`src/rtl/l2_request_arbiter_pkg.sv`:
```
// l2_request_arbiter_pkg: L1 requester IDs, L2 burst encodings and arbiter state shared by the L2 request arbiter.
package l2_request_arbiter_pkg;
    typedef enum logic [1:0] {L1_DCACHE, L1_DMMU, L1_ICACHE, L1_IMMU} l1_connection_id;
    typedef enum logic [2:0] {SIZE_1, SIZE_4, SIZE_8, SIZE_16, SIZE_32, SIZE_64} l2_burst_size_t;
    typedef enum logic [1:0] {IDLE, ISSUE, WDATA} arb_state_t;
    localparam int ID_W = $bits(l1_connection_id);
    localparam int BEAT_W = 7;
    function automatic logic [BEAT_W-1:0] burst_beats(input l2_burst_size_t size);
        case (size)
            SIZE_4:  return 7'd4;
            SIZE_8:  return 7'd8;
            SIZE_16: return 7'd16;
            SIZE_32: return 7'd32;
            SIZE_64: return 7'd64;
            default: return 7'd1;
        endcase
    endfunction
endpackage

```
`src/rtl/l2_request_arbiter_rr_priority_select.sv`:
```
// rr_priority_select: combinational round-robin picker; the first request at or above ptr (wrapping) wins.
module rr_priority_select #(
    parameter int N = 4
) (
    input  logic [N-1:0]         req,
    input  logic [$clog2(N)-1:0] ptr,
    output logic [N-1:0]         grant,
    output logic                 valid
);
    always_comb begin
        grant = '0;
        for (int i = N - 1; i >= 0; i--)
            if (req[(int'(ptr) + i) % N]) grant = N'(1) << ((int'(ptr) + i) % N);
    end
    assign valid = |req;
endmodule

```
`src/rtl/l2_request_arbiter.sv`:
```
// l2_request_arbiter: round-robin sharing of the single L2 request port among the L1 requesters,
// with write-burst streaming and ID-steered registered read return.
module l2_request_arbiter
    import l2_request_arbiter_pkg::*;
#(
    parameter int NUM_REQ = 4,
    parameter int ADDR_W  = 32,
    parameter int DATA_W  = 32
) (
    input  logic                            clk,
    input  logic                            rst_n,
    input  logic [NUM_REQ-1:0]              req_valid,
    output logic [NUM_REQ-1:0]              req_ready,
    input  logic [NUM_REQ-1:0][ADDR_W-1:0]  req_addr,
    input  logic [NUM_REQ-1:0]              req_rnw,
    input  logic [NUM_REQ-1:0][2:0]         req_size,
    input  logic [NUM_REQ-1:0][DATA_W-1:0]  wr_data,
    input  logic [NUM_REQ-1:0]              wr_valid,
    output logic [NUM_REQ-1:0]              wr_ready,
    output logic                            l2_req_valid,
    input  logic                            l2_req_ready,
    output logic [ADDR_W-1:0]               l2_addr,
    output logic                            l2_rnw,
    output logic [2:0]                      l2_size,
    output logic [ID_W-1:0]                 l2_id,
    output logic [DATA_W-1:0]               l2_wr_data,
    output logic                            l2_wr_valid,
    input  logic                            l2_wr_ready,
    input  logic [DATA_W-1:0]               l2_rd_data,
    input  logic                            l2_rd_valid,
    input  logic [ID_W-1:0]                 l2_rd_id,
    output logic [DATA_W-1:0]               rd_data,
    output logic [NUM_REQ-1:0]              rd_valid
);
    arb_state_t state, state_next;
    logic [NUM_REQ-1:0] grant;
    logic               sel_valid;
    logic [ID_W-1:0]    sel_idx, win_q, rr_ptr;
    logic [ADDR_W-1:0]  addr_q;
    logic               rnw_q;
    logic [2:0]         size_q;
    logic [BEAT_W-1:0]  beats;
    logic               beat_fire;

    rr_priority_select #(.N(NUM_REQ)) u_sel (
        .req   (req_valid),
        .ptr   (rr_ptr),
        .grant (grant),
        .valid (sel_valid)
    );

    always_comb begin
        sel_idx = '0;
        for (int i = 0; i < NUM_REQ; i++)
            if (grant[i]) sel_idx = ID_W'(i);
    end

    assign beat_fire = state == WDATA && wr_valid[win_q] && l2_wr_ready;

    always_comb begin
        state_next   = state;
        req_ready    = '0;
        wr_ready     = '0;
        l2_req_valid = state == ISSUE;
        l2_wr_valid  = state == WDATA && wr_valid[win_q];
        l2_wr_data   = state == WDATA ? wr_data[win_q] : '0;
        case (state)
            IDLE:  if (sel_valid) state_next = ISSUE;
            ISSUE: if (l2_req_ready) begin
                req_ready[win_q] = 1'b1;
                state_next       = rnw_q ? IDLE : WDATA;
            end
            WDATA: begin
                wr_ready[win_q] = l2_wr_ready;
                if (beat_fire && beats == 7'd1) state_next = IDLE;
            end
            default: state_next = IDLE;
        endcase
    end

    // Request fields are captured once at selection; the requester is not re-sampled afterwards.
    always_ff @(posedge clk or negedge rst_n) begin
        if (!rst_n) begin
            state    <= IDLE;
            rr_ptr   <= '0;
            beats    <= '0;
            win_q    <= '0;
            addr_q   <= '0;
            rnw_q    <= 1'b0;
            size_q   <= '0;
            rd_data  <= '0;
            rd_valid <= '0;
        end else begin
            state    <= state_next;
            rd_data  <= l2_rd_data;
            rd_valid <= l2_rd_valid ? NUM_REQ'(1) << l2_rd_id : '0;
            if (state == IDLE && sel_valid) begin
                win_q  <= sel_idx;
                addr_q <= req_addr[sel_idx];
                rnw_q  <= req_rnw[sel_idx];
                size_q <= req_size[sel_idx];
            end
            if (state == ISSUE && l2_req_ready) begin
                rr_ptr <= win_q == ID_W'(NUM_REQ - 1) ? '0 : win_q + 1'b1;
                if (!rnw_q) beats <= burst_beats(l2_burst_size_t'(size_q));
            end
            if (beat_fire) beats <= beats - 1'b1;
        end
    end

    assign l2_addr = addr_q;
    assign l2_rnw  = rnw_q;
    assign l2_size = size_q;
    assign l2_id   = win_q;
endmodule

```
`config.mk`:
```
export PLATFORM = sky130hd
export DESIGN_NAME = l2_request_arbiter
export DESIGN_NICKNAME = d
export VERILOG_FILES = /design/src/rtl/l2_request_arbiter_pkg.sv /design/src/rtl/l2_request_arbiter_rr_priority_select.sv /design/src/rtl/l2_request_arbiter.sv
export SDC_FILE = /design/constraint.sdc
export NUM_CORES = 1
export LEC_CHECK = 0
export BUFFER_PORTS_ARGS = -buffer_cell sky130_fd_sc_hd__buf_2
export CAP_MARGIN = 10
export CORE_AREA = 2 2 168 170
export DETAILED_ROUTE_END_ITERATION = 12
export DIE_AREA = 0 0 170 172
export HOLD_SLACK_MARGIN = 0.15
export PLACE_DENSITY = 0.55
export REMOVE_ABC_BUFFERS = 1
export SLEW_MARGIN = 20
export SYNTH_ARGS = -nofsm -noshare
export SYNTH_HDL_FRONTEND = slang
export SYNTH_SLANG_ARGS = --single-unit
```
`constraint.sdc`:
```
create_clock -name clk -period 5.45 [get_ports clk]
set_input_delay 1.09 -clock clk [delete_from_list [all_inputs] [get_ports clk]]
set_output_delay 1.09 -clock clk [all_outputs]
set_load 0.01 [all_outputs]
```
== Word level (Yosys, flattened, before mapping) ==
Cells that the tools add are included.

* Flip-flop bits (word level): 85
* Word-level logic and storage cells: 102

* Multiplexer cells: 45
* Magnitude comparators: 7
* Shift operators: 5
* Reductions and logical operators: 14
* Bitwise gates (word level): 4
* Add/sub/neg operators: 5
* Equal/unequal tests: 13

{| class="wikitable"
|+ Operators with widths
! operator !! count
|-
| $bmux W32 S2 || 2
|-
| $mux W32 || 3
|-
| $shl A1 B32 Y4 const A || 3
|-
| $pmux W7 S5 || 1
|-
| $mux W4 || 8
|-
| $mux W7 || 3
|-
| $mux W2 || 7
|-
| $bmux W1 S2 || 6
|-
| $lt A3 B4 Y1 const B || 3
|-
| $mux W1 || 11
|-
| $lt A2 B3 Y1 const B || 3
|-
| $shl A1 B2 Y4 const A || 2
|-
| $eq A7 B1 Y1 const B || 1
|-
| $sub A7 B1 Y7 const B || 1
|-
| $bmux W3 S2 || 1
|-
| $eq A3 B2 Y1 const B || 2
|-
| $eq A3 B3 Y1 const B || 2
|-
| $logic_and A1 B1 Y1 || 6
|-
| $ne A2 B1 Y1 const B || 3
|-
| $pmux W2 S3 || 1
|-
| $reduce_or A2 Y1 || 3
|-
| $add A2 B1 Y2 const B || 2
|-
| $add A2 B2 Y2 const B || 2
|-
| $and A4 B4 Y4 || 1
|-
| other kinds (13) || 16
|}

== Longest topological paths before layout ==
Gate-level depths: netlist (run 1).

* Word-level depth: 15
* Gate-level depth with buffers: 11
* Depth with buffers taken out: 8

== Hierarchy ==
From an unflattened synthesis (run 1), not the netlist that was laid out.

* Cell total of the unflattened synthesis: 536
* Area total of the unflattened synthesis: 5556.6 sq um

{| class="wikitable"
|+ Modules (own cells, without submodules)
! module !! cells an instance !! instances !! sequential area each (sq um) !! area each (sq um)
|-
| l2_request_arbiter || 488 || 1 || 2127.0 || 5137.4
|-
| rr_priority_select || 48 || 1 || 0.0 || 419.2
|}

== Least setup slack after synthesis (run 1) ==
Ideal clock, no wire load.

* Path type: register to output
* Start: register win_q[0] (netlist: l2_id[0])
* End: output l2_wr_data[10]
* Setup slack: 2.262 ns
* Data required time: 4.360 ns
* Path buffers: 2
* Data arrival time: 2.098 ns
* Cell stages (with the launch flop): 5
* Cell sequence: dfrtp_1 > clkbuf_1 > buf_1 > mux4_2 > and2_1

* Word-level cells in the longest chain between the ends: 3

{| class="wikitable"
|+ RTL lines
! what !! line !! text
|-
| start: declaration || l2_request_arbiter.sv:38 || <nowiki>logic [ID_W-1:0] sel_idx, win_q, rr_ptr;</nowiki>
|-
| start signal: assignment || l2_request_arbiter.sv:98 || <nowiki>win_q <= sel_idx;</nowiki>
|-
| $bmux W32 S2 || l2_request_arbiter.sv:66 || <nowiki>l2_wr_data = state == WDATA ? wr_data[win_q] : '0;</nowiki>
|-
| $mux W32 (not written as such) || l2_request_arbiter.sv:66 ||
|-
| $mux W32 || l2_request_arbiter.sv:66 ||
|-
| end: declaration || l2_request_arbiter.sv:26 || <nowiki>output logic [DATA_W-1:0] l2_wr_data,</nowiki>
|}

Every way passes these cells. The select of a mux whose other input is x is not followed.

== Worst setup path in the final report (run 1) ==
* Start: register rr_ptr[0]
* End: register win_q[0] (netlist: l2_id[0])

* Word-level cells in the longest chain between the ends: 11
* Elaborated cells on any way between the ends: 31
* Classes of those cells: add/sub (3); shift (4); mux (18); bitwise (3); reduce/logical (3)

{| class="wikitable"
|+ RTL lines
! what !! line !! text
|-
| start: declaration || l2_request_arbiter.sv:38 ||
|-
| start signal: assignment || l2_request_arbiter.sv:104 || <nowiki>rr_ptr <= win_q == ID_W'(NUM_REQ - 1) ? '0 : win_q + 1'b1;</nowiki>
|-
| $add A2 B2 Y2 || l2_request_arbiter_rr_priority_select.sv:13 || <nowiki>if (req[(int'(ptr) + i) % N]) grant = N'(1) << ((int'(ptr) + i) % N);</nowiki>
|-
| $bmux W1 S2 / $reduce_or A2 Y1 (equally long branches) || n/a ||
|-
| $mux W1 (not written as such) / $and A1 B1 Y1 (equally long branches) || n/a ||
|-
| $mux W1 (not written as such) / $shl A1 B32 Y4 (equally long branches) || l2_request_arbiter_rr_priority_select.sv:13 ||
|-
| $mux W4 (3 in series) || l2_request_arbiter_rr_priority_select.sv:13 ||
|-
| $mux W4 * || l2_request_arbiter_rr_priority_select.sv:13 ||
|-
| $mux W1 || l2_request_arbiter.sv:55 || <nowiki>if (grant[i]) sel_idx = ID_W'(i);</nowiki>
|-
| $mux W2 || l2_request_arbiter.sv:55 ||
|-
| $mux W2 * || l2_request_arbiter.sv:55 ||
|}

Every way passes the cells marked *; elsewhere a longest branch is shown, timed or not. The select of a mux whose other input is x is not followed.
A chain may end at the register's enable or synchronous reset.

==> metrics, run 1 <==
Final Hold Fails=0; placed inst area=8430 um2; measured slew at the worst slew-check pin=1.04 ns; Post-Route WL=28.5 mm; fin crit share=between 60 and 70%; gr usage total=18.2%; layout filler cell count=just under 3k; cells on worst reg2reg path=8; CP Data Arrival Time=slightly below 4 ns; die width=roughly 170 um; crit path from=rr_ptr[0]$_DFFE_PN0P_; Hold Path Class=reg -> reg; library cells used by synthesis=45; clock root cell=clkbuf_16; Cells after Synth=698; first-pass GRT wire length=between 30 and 40 mm; FP Rows=61; hpwl dp=approximately 22 mm; mapped cell area=5970 um2; TritonRoute pass-1 iters=5; Initial Util=21.7%; die height=172 um; kind of start point of the critical path=register; drt drc=0; final setup fails=0; Post-CTS Setup Bufs=0; Worst Hold Depth=1; final worst path period need=3.67 ns; Ys Warns=0; share of cells above drive strength 1=between 40% and 50%; CTS tree=done; vias in the first global route=approximately 7k; DR WL/cell=between 15 and 20 um; post-synthesis sequential area ratio=35.6%; Sw Pwr=roughly 2.4 mW; Gate power share=between 60% and 70%; Achievable Freq=around 0.27 GHz; EDFF count, synth=0; Power, Total=4.80 mW; CTS H-tree lvls=3; Synth Register Bits=85; Gates resized, CTS repair=0; Clock Path Buffers=2; synthesis-to-finish area growth=47.3%; grt total ovfl=0; Fin Clk Skew=~0.012 ns; worst reg2reg path endpoint=l2_id[0]$_DFFE_PN0P_; Post-Route Setup TNS=0 ns; routed via count=just over 7k; Pwr Density=between 500 and 600 nW/um2; crit end category=register; Seq pwr share=about 22%; Clk network pwr share=between 10 and 15%; die area=about 29000 um2; Lkg Pwr=between 4 and 5 nW; max_slew headroom=between 30% and 40%; worst skew pair latency=0.35 ns; ys async rst share=100%; hold_sp=beats[5]$_DFFE_PN0P_; Avg Inst Size Synth=8.56 um2; fin. max-slew vios=0; setup repair after global routing missed its margin=false; nets=~1.4k; worst vdd ir=about 0.33 mV; cell internal pwr=about 2.4 mW; Post-synth top flop=dfrtp_1; largest net degree at the start of global routing=slightly above 50; CP max FO=30; status=finished clean; crit path kind=reg -> reg; worst r2r src=rr_ptr[0]$_DFFE_PN0P_; Initial DRC Count=355; area of the multi-input gates=3570 um2; r2r setup slk=about 1.8 ns; IO Pins=approximately 440; initial antenna violation count=11; Sw Share=approximately half; FF+latch area=2130 um2; clock buffer count from CTS=9; Post-DRT Antenna Nets=0; Final Instance Area=just under 9000 um2; Core Box Area=around 27000 um2; Hold EP=beats[5]$_DFFE_PN0P_; Sink Count=85; via density per instance=4.85; hold_buf cts=0; Crit path required time=about 5.7 ns; Clock Pin Slew Worst Setup and Hold Paths=0.07 ns; Port Buffers=434; RePlAce Congestion=between 0.8 and 0.9; max-cap viol count=0
## power by group through the flow
stage | Sequential [mW] | Combinational [mW] | Clock, mW
2_1_floorplan | 1.13 | 1.78 | 0
3_3_place_gp | 1.08 | 2.96 | 0
3_5_place_dp | 1.08 | 3.01 | 0
4_1_cts | 1.07 | 3.01 | 0.725
5_1_grt | 1.11 | 3.35 | 0.740
6_report | 1.07 | 3.02 | 0.704
## through the flow
step | util [%] | std cells | setup WS [ns] | hold WS, ns
after global placement | 30.7 | 1433 | 1.75 | 0.476
final | 32.0 | 1454 | 1.78 | 0.498
after floorplan | - | 642 | 1.64 | 0.448
after global routing | 32.0 | 1454 | 1.43 | 0.531
after detailed placement | 30.7 | 1433 | 1.72 | 0.488
after CTS | 31.9 | 1449 | 1.71 | 0.496
## layer usage
metal  vias up  wire length, um  global-route usage (%)
li1       3312                -                       -
met1      3327            10600                    20.1
met2       361            15100                    34.8
met3        44             1980                    3.32
met4         4              724                    6.69
met5         -               27                       0
## worst max path at each step
stage | to | slack, ns | cells past startpoint
4_1_cts | l2_id[0]$_DFFE_PN0P_ | 1.71 | 7
6_report | l2_id[0]$_DFFE_PN0P_ | 1.78 | 8
3_5_place_dp | l2_id[0]$_DFFE_PN0P_ | 1.72 | 7
3_3_place_gp | l2_id[0]$_DFFE_PN0P_ | 1.75 | 7
2_1_floorplan | l2_addr[0]$_DFFE_PN0P_ | 1.64 | 8
5_1_grt | l2_addr[29]$_DFFE_PN0P_ | 1.43 | 9
## worst max-delay path: stages, from the launching register on
cell     delay [ns]
dfrtp_1        0.61
inv_1          0.19
ha_1           0.43
mux4_2         0.65
a21oi_4        0.74
buf_4          0.43
a21oi_1        0.14
o211a_1        0.27
a21oi_1        0.10
## cells by family after synthesis
kind of cell / share of synthesized area [%]
multiplexers: 14.7
AND/OR/NAND/NOR: 21.5
buffers and inverters: 4.99
AO/OA/AOI/OAI: 20.5
flip-flops: 35.6
adder cells (fa/ha/maj): 2.72
## final cells by class
| type | count | share of cell area (%) |
|---|---|---|
| tap | 346 | 4.92 |
| timing repair buffer | 446 | 26.0 |
| clock inverter | 7 | 1.22 |
| multi-input combinational | 548 | 40.6 |
| sequential | 85 | 24.2 |
| antenna | 4 | 0.114 |
| inverter | 9 | 0.384 |
| clock buffer | 9 | 2.56 |
## layout by cell type (no fill, tap or decap), drive strengths merged, types with 2 or more instances in the layout
cell type,synthesis,final
a2111o,2,2
a211oi,2,2
a21o,2,2
a21oi,82,82
a31oi,37,37
and2,37,37
and3,14,14
buf,22,446
bufinv,0,2
clkbuf,33,9
clkinv,0,3
dfrtp,85,85
diode,0,4
ha,13,13
inv,9,11
mux2,3,3
mux2i,3,3
mux4,36,36
nand2,121,121
nand2b,3,3
nand3,39,39
nand3b,2,2
nor2,44,44
nor2b,4,4
nor3,6,6
nor4,2,2
o211ai,3,3
o21ai,79,79
o22ai,2,2
or3,4,4
## synthesized netlist by cell type, types with 2 or more instances
master    number  share of area (%)
o21ai_0       52                4.4
o22ai_1        2               0.21
mux2i_1        3               0.50
and3_1        14                1.5
buf_6          4               0.75
a2111o_1       2               0.38
buf_2         12                1.0
nor2b_1        4               0.42
a21o_1         2               0.25
dfrtp_1       85                 36
o21ai_1       27                2.3
a31oi_1       37                3.9
mux4_2        35                 13
or3_1          4               0.42
nand2_1      121                7.6
and2_1        36                3.8
ha_1          13                2.7
nor4_1         2               0.21
mux2_2         2               0.38
nand3_1       39                3.3
nand2b_1       3               0.31
nor3_1         6               0.50
a21oi_1       80                6.7
o211ai_1       3               0.38
a21oi_2        2               0.29
clkbuf_1      33                2.1
inv_1          9               0.57
buf_1          5               0.31
nor2_1        44                2.8
nand3b_1       2               0.25
## registers in the layout, summed over array words and instances (netlist names)
| register | count |
|---|---|
| rd_data | 32 |
| l2_rnw | 1 |
| l2_size | 3 |
| l2_id | 2 |
| beats | 7 |
| state | 2 |
| rd_valid | 4 |
| rr_ptr | 2 |
| l2_addr | 32 |
(Power assumes the default switching activity.)
==> run 2: changes to the inputs <==
--- a/config.mk
+++ b/config.mk
@@ -7,11 +7,11 @@
 export LEC_CHECK = 0
 export BUFFER_PORTS_ARGS = -buffer_cell sky130_fd_sc_hd__buf_2
 export CAP_MARGIN = 10
-export CORE_AREA = 2 2 168 170
+export CORE_AREA = 2 2 167 169
 export DETAILED_ROUTE_END_ITERATION = 12
-export DIE_AREA = 0 0 170 172
+export DIE_AREA = 0 0 169 171
 export HOLD_SLACK_MARGIN = 0.15
-export PLACE_DENSITY = 0.55
+export PLACE_DENSITY = 0.58
 export REMOVE_ABC_BUFFERS = 1
 export SLEW_MARGIN = 20
 export SYNTH_ARGS = -nofsm -noshare
==> constraint.sdc (replaced) <==
create_clock -name clk -period 3.1 [get_ports clk]
set_input_delay 0.62 -clock clk [delete_from_list [all_inputs] [get_ports clk]]
set_output_delay 0.62 -clock clk [all_outputs]
set_load 0.01 [all_outputs]
==> metrics, run 2 (synthesis results as in run 1) <==
CTS tree=done (unchanged); first-pass GRT wire length=41.9 mm (was 39.9 mm); share of cells above drive strength 1=47.3% (was 46.6%); largest net degree at the start of global routing=43 (was 51); Post-Route WL=29.2 mm (was 28.5 mm); die width=169 um (was 170 um); Fin Clk Skew=0.00857 ns (was 0.0117 ns); worst skew pair latency=0.35 ns (about the same); Hold Path Class=in -> async (was reg -> reg); final worst path period need=2.86 ns (was 3.67 ns); nets=1451 (was 1431); family with the most delay on the worst path=compound AO/OA/AOI/OAI gates (unchanged); Initial DRC Count=396 (was 355); CP max FO=33 (was 30); Post-CTS Setup Bufs=0 (unchanged); commonest non-fill, non-tap cell in the layout=buf_2 (unchanged); setup slack after layout=0.236 ns (was 1.78 ns); initial antenna violation count=13 (was 11); FP Rows=61 (unchanged); CP Data Arrival Time=3.14 ns (was 3.93 ns); max-cap viol count=0 (unchanged); Gates resized, CTS repair=0 (unchanged); commonest non-fill, non-tap cells in the layout=433 x buf_2, 121 x nand2_1, 84 x dfrtp_1 (was 433 x buf_2, 120 x nand2_1, 83 x dfrtp_1); gr usage total=19.3% (was 18.2%); worst vdd ir=0.504 mV (was 0.328 mV); die height=171 um (was 172 um); Layout Cells excl Fill=1480 (was 1454); slowest stage delay, CP=0.58 ns (was 0.74 ns); worst path bufs/invs=2 (unchanged); grt total ovfl=0 (unchanged); Pwr Density=975 nW/um2 (was 545 nW/um2); RePlAce Congestion=0.847 (was 0.839); measured slew at the worst slew-check pin=0.875 ns (was 1.04 ns); CTS H-tree lvls=3 (unchanged); max_slew headroom=41.6% (was 30.4%); Core Box Area=27300 um2 (was 27500 um2); DR WL/cell=19.7 um (was 19.6 um); routed via count=7125 (was 7048); drt drc=0 (unchanged); Initial Util=21.9% (was 21.7%); Lkg Pwr=4.46 nW (was 4.34 nW); TritonRoute pass-1 iters=5 (unchanged); via density per instance=4.81 (was 4.85); clock buffer count from CTS=9 (unchanged); Achievable Freq=0.349 GHz (was 0.273 GHz); Clock Path Buffers=2 (unchanged); Post-DRT Antenna Nets=0 (unchanged); Clock Pin Slew Worst Setup and Hold Paths=0.07 ns (about the same); fin. max-slew vios=0 (unchanged); status=finished clean (unchanged); Sink Count=85 (unchanged); Final Instance Area=9010 um2 (was 8800 um2); Final Hold Fails=0 (unchanged); Crit path required time=3.37 ns (was 5.71 ns); Crit-path slowest cell=mux4_2 (was a21oi_4); IO Pins=435 (unchanged); critical path, cell by cell=inv_1 > ha_1 > mux4_2 > a211oi_2 > o31ai_2 > a221oi_4 > buf_12 > o21ai_0 > a31oi_1 (was inv_1 > ha_1 > mux4_2 > a21oi_4 > buf_4 > a21oi_1 > o211a_1 > a21oi_1); placed inst area=8690 um2 (was 8430 um2); die area=28900 um2 (was 29200 um2); hold_buf cts=0 (unchanged); hpwl dp=23.1 mm (was 21.9 mm); setup repair after global routing missed its margin=false (unchanged); vias in the first global route=7133 (was 6801); kind of start point of the critical path=register (unchanged); crit path kind=reg -> reg (unchanged); final setup fails=0 (unchanged); crit end category=register (unchanged); fin crit share=92.4% (was 67.3%); synthesis-to-finish area growth=50.9% (was 47.3%); Port Buffers=434 (unchanged); Place WS=0.252 ns (was 1.72 ns); placed cells=1454 (was 1433); clock root cell=clkbuf_16 (unchanged)
[run 2: cell types whose count changed in the layout (fill, tap and decap cells not counted), moves of 2 or more]
cell | before | now
buf_4 | 12 | 24
buf_12 | 0 | 9
diode_2 | 4 | 10
bufinv_16 | 2 | 0
clkbuf_8 | 0 | 2
[run 2: worst reg2reg max path, cell delays in order (launching register included)]
cell,delay (ns)
dfrtp_1,0.34
inv_1,0.10
ha_1,0.41
mux4_2,0.58
a211oi_2,0.25
o31ai_2,0.14
a221oi_4,0.43
buf_12,0.26
o21ai_0,0.12
a31oi_1,0.17
[run 2: cell type report]
type / count / area, um2
fill: 2921 / 18300
multi-input combinational: 548 / 3570
timing repair buffer: 466 / 2530
sequential: 85 / 2130
tap: 346 / 433
clock buffer: 11 / 253
clock inverter: 5 / 41.3
inverter: 9 / 33.8
antenna: 10 / 25.0
[run 2: power by group]
part | switching [mW] | total [mW] | internal (mW)
Combinational | 3.44 | 5.84 | 2.39
Clock | 0.534 | 1.13 | 0.600
Sequential | 0.344 | 1.81 | 1.47
[run 2: layer usage]
| layer | track usage (%) | vias up | share of wire, % |
|---|---|---|---|
| met5 | 0 | - | 0.045 |
| li1 | - | 3365 | - |
| met1 | 21.4 | 3344 | 37 |
| met2 | 35.2 | 366 | 52 |
| met4 | 8.96 | 2 | 3.5 |
| met3 | 4.14 | 48 | 7.5 |
[run 2: path summary, 6_finish.rpt]
| kind | from | to | slack, ns | cells after the start |
|---|---|---|---|---|
| max in group asynchronous | rst_n | rd_data[10]$_DFF_PN0_ | 2.22 | 2 |
| worst max register to register | rr_ptr[0]$_DFFE_PN0P_ | l2_addr[14]$_DFFE_PN0P_ | 0.24 | 9 |
| worst min-delay path | rst_n | l2_addr[15]$_DFFE_PN0P_ | 0.21 | 1 |
| min in group clk | l2_rd_data[9] | rd_data[9]$_DFF_PN0_ | 0.36 | 1 |
| worst min register to register | beats[5]$_DFFE_PN0P_ | beats[5]$_DFFE_PN0P_ | 0.51 | 1 |
| worst max-delay path | rr_ptr[0]$_DFFE_PN0P_ | l2_addr[14]$_DFFE_PN0P_ | 0.24 | 9 |
[run 2: through the flow]
step                      total power, mW  TNS [ns]  hold WS, ns  util (%)
after floorplan                      5.12    -26.26        0.324         -
after global placement               7.66         0        0.476      31.8
after detailed placement             7.72         0        0.502      31.8
after CTS                            8.87         0        0.204      32.9
after global routing                 9.51         0        0.220      33.0
final                                8.78         0        0.210      33.0
==> run 3: changes to the inputs <==
--- a/config.mk
+++ b/config.mk
@@ -7,11 +7,11 @@
 export LEC_CHECK = 0
 export BUFFER_PORTS_ARGS = -buffer_cell sky130_fd_sc_hd__buf_2
 export CAP_MARGIN = 10
-export CORE_AREA = 2 2 167 169
+export CORE_AREA = 2 2 169 171
 export DETAILED_ROUTE_END_ITERATION = 12
-export DIE_AREA = 0 0 169 171
+export DIE_AREA = 0 0 171 173
 export HOLD_SLACK_MARGIN = 0.15
-export PLACE_DENSITY = 0.58
+export PLACE_DENSITY = 0.55
 export REMOVE_ABC_BUFFERS = 1
 export SLEW_MARGIN = 20
 export SYNTH_ARGS = -nofsm -noshare
==> constraint.sdc (replaced) <==
create_clock -name clk -period 3.03 [get_ports clk]
set_input_delay 0.606 -clock clk [delete_from_list [all_inputs] [get_ports clk]]
set_output_delay 0.606 -clock clk [all_outputs]
set_load 0.01 [all_outputs]
==> metrics, run 3 (synthesis results as in run 1) <==
status=finished clean (unchanged); fin crit share=94.8% (was 92.4%); worst reg2reg path endpoint=l2_addr[14]$_DFFE_PN0P_ (unchanged); Core Box Area=27600 um2 (was 27300 um2); placed inst area=8680 um2 (was 8690 um2); Hold Path Class=in -> async (unchanged); max_slew headroom=50.4% (was 41.6%); CTS tree=done (unchanged); hold slack=0.224 ns (was 0.210 ns); cells on worst reg2reg path=9 (unchanged); commonest non-fill, non-tap cell in the layout=buf_2 (unchanged); fin. max-slew vios=0 (unchanged); clock root cell=clkbuf_16 (unchanged); vias in the first global route=6964 (was 7133); measured slew at the worst slew-check pin=0.744 ns (was 0.875 ns); Place WS=0.133 ns (was 0.252 ns); layout filler cell count=2952 (was 2921); gr usage total=18.5% (was 19.3%); Port Buffers=434 (unchanged); Power, Total=9.04 mW (was 8.78 mW); FP Rows=61 (unchanged); max-cap viol count=0 (unchanged); crit end category=register (unchanged); setup slack after layout=0.157 ns (was 0.236 ns); hold_buf cts=0 (unchanged); hpwl dp=23.0 mm (was 23.1 mm); Final Instance Area=9070 um2 (was 9010 um2); commonest non-fill, non-tap cells in the layout=433 x buf_2, 120 x nand2_1, 84 x dfrtp_1 (was 433 x buf_2, 121 x nand2_1, 84 x dfrtp_1); IO Pins=435 (unchanged); Initial DRC Count=319 (was 396); RePlAce Congestion=0.818 (was 0.847); DR WL/cell=19.3 um (was 19.7 um); clock buffer count from CTS=9 (unchanged); Final Core Density=32.8% (was 33.0%); Pwr Density=997 nW/um2 (was 975 nW/um2); Post-DRT Antenna Nets=0 (unchanged); Lkg Pwr=4.46 nW (about the same); CP Data Arrival Time=3.15 ns (was 3.14 ns); final worst path period need=2.87 ns (was 2.86 ns); drt drc=0 (unchanged); Post-Route WL=29.2 mm (about the same); grt total ovfl=0 (unchanged); via density per instance=4.72 (was 4.81); Clock Pin Slew Worst Setup and Hold Paths=0.08 ns (was 0.07 ns); final setup fails=0 (unchanged); die area=29600 um2 (was 28900 um2); synthesis-to-finish area growth=51.8% (was 50.9%); Crit path required time=3.31 ns (was 3.37 ns); Sink Count=85 (unchanged); nets=1454 (was 1451); initial antenna violation count=11 (was 13); die height=173 um (was 171 um); worst r2r src=rr_ptr[0]$_DFFE_PN0P_ (unchanged); CTS H-tree lvls=3 (unchanged); CP max FO=9 (was 33); die width=171 um (was 169 um); routed via count=7143 (was 7125); Initial Util=21.6% (was 21.9%); first-pass GRT wire length=41.0 mm (was 41.9 mm); crit path kind=reg -> reg (unchanged); worst skew pair latency=0.36 ns (was 0.35 ns); share of cells above drive strength 1=47.7% (was 47.3%); Achievable Freq=0.348 GHz (was 0.349 GHz); TritonRoute pass-1 iters=5 (unchanged); worst vdd ir=0.552 mV (was 0.504 mV); kind of start point of the critical path=register (unchanged); largest net degree at the start of global routing=50 (was 43); Final Hold Fails=0 (unchanged); Fin Clk Skew=0.0160 ns (was 0.00857 ns); Clock Path Buffers=2 (unchanged); r2r setup slk=0.16 ns (was 0.24 ns)
==> run 3: cell count changes in the layout (fill, tap and decap cells not counted), moves of 2 or more <==
cell / previous run / this run
buf_4: 24 / 27
clkbuf_8: 2 / 0
clkinv_4: 0 / 2
inv_8: 1 / 3
buf_12: 9 / 6
buf_6: 0 / 2
==> run 3: critical path: stages, from the launching register on <==
cell and delay [ns]:
dfrtp_1 0.36, inv_1 0.12, ha_4 0.32, mux4_2 0.61
a2111o_1 0.46, a221oi_4 0.28, buf_4 0.17, clkbuf_4 0.21
o21ai_0 0.11, a31oi_1 0.17
==> run 3: worst max-delay path by stage <==
stage | startpoint | to | slack, ns
final | rr_ptr[0]$_DFFE_PN0P_ | l2_addr[14]$_DFFE_PN0P_ | 0.16
after detailed placement | rr_ptr[0]$_DFFE_PN0P_ | l2_addr[10]$_DFFE_PN0P_ | 0.13
after CTS | rr_ptr[0]$_DFFE_PN0P_ | l2_addr[10]$_DFFE_PN0P_ | 0.11
after global placement | rr_ptr[0]$_DFFE_PN0P_ | l2_addr[10]$_DFFE_PN0P_ | 0.19
after global routing | rr_ptr[0]$_DFFE_PN0P_ | l2_rnw$_DFFE_PN0P_ | -0.02
after floorplan | rr_ptr[0]$_DFFE_PN0P_ | l2_addr[0]$_DFFE_PN0P_ | -0.78
==> run 3: metrics by stage <==
stage / setup TNS [ns] / instances
floorplan: -28.92 / 642
global placement: 0 / 1483
detailed placement: 0 / 1483
CTS: 0 / 1499
global route: -0.0501 / 1513
finish: 0 / 1514
==> run 3: area by class of cell <==
cell class | instances | area, um2 | area share [%]
multi-input combinational | 548 | 3590 | 39.6
timing repair buffer | 469 | 2520 | 27.8
sequential | 85 | 2130 | 23.5
tap | 378 | 473 | 5.22
clock buffer | 9 | 225 | 2.48
clock inverter | 7 | 76.3 | 0.842
inverter | 9 | 33.8 | 0.373
antenna | 9 | 22.5 | 0.248
==> run 3: timing repair <==
action                     4_1_cts  5_1_grt
buffers inserted                 0        4
setup endpoints to repair        0       26
gates resized for setup          0        7
==> run 3: power by group <==
group / total, mW / switching (mW) / internal, mW
Clock: 1.19 / 0.600 / 0.589
Combinational: 6.04 / 3.56 / 2.48
Sequential: 1.81 / 0.312 / 1.50
Total: 9.04 / 4.47 / 4.57
==> run 3: routing by layer <==
layer	vias to the layer above	track usage (%)	routed length (um)
li1	3366	-	-
met1	3401	20.4	11000
met2	342	33.6	15400
met3	34	3.82	2080
met4	0	8.23	768
met5	-	0	0
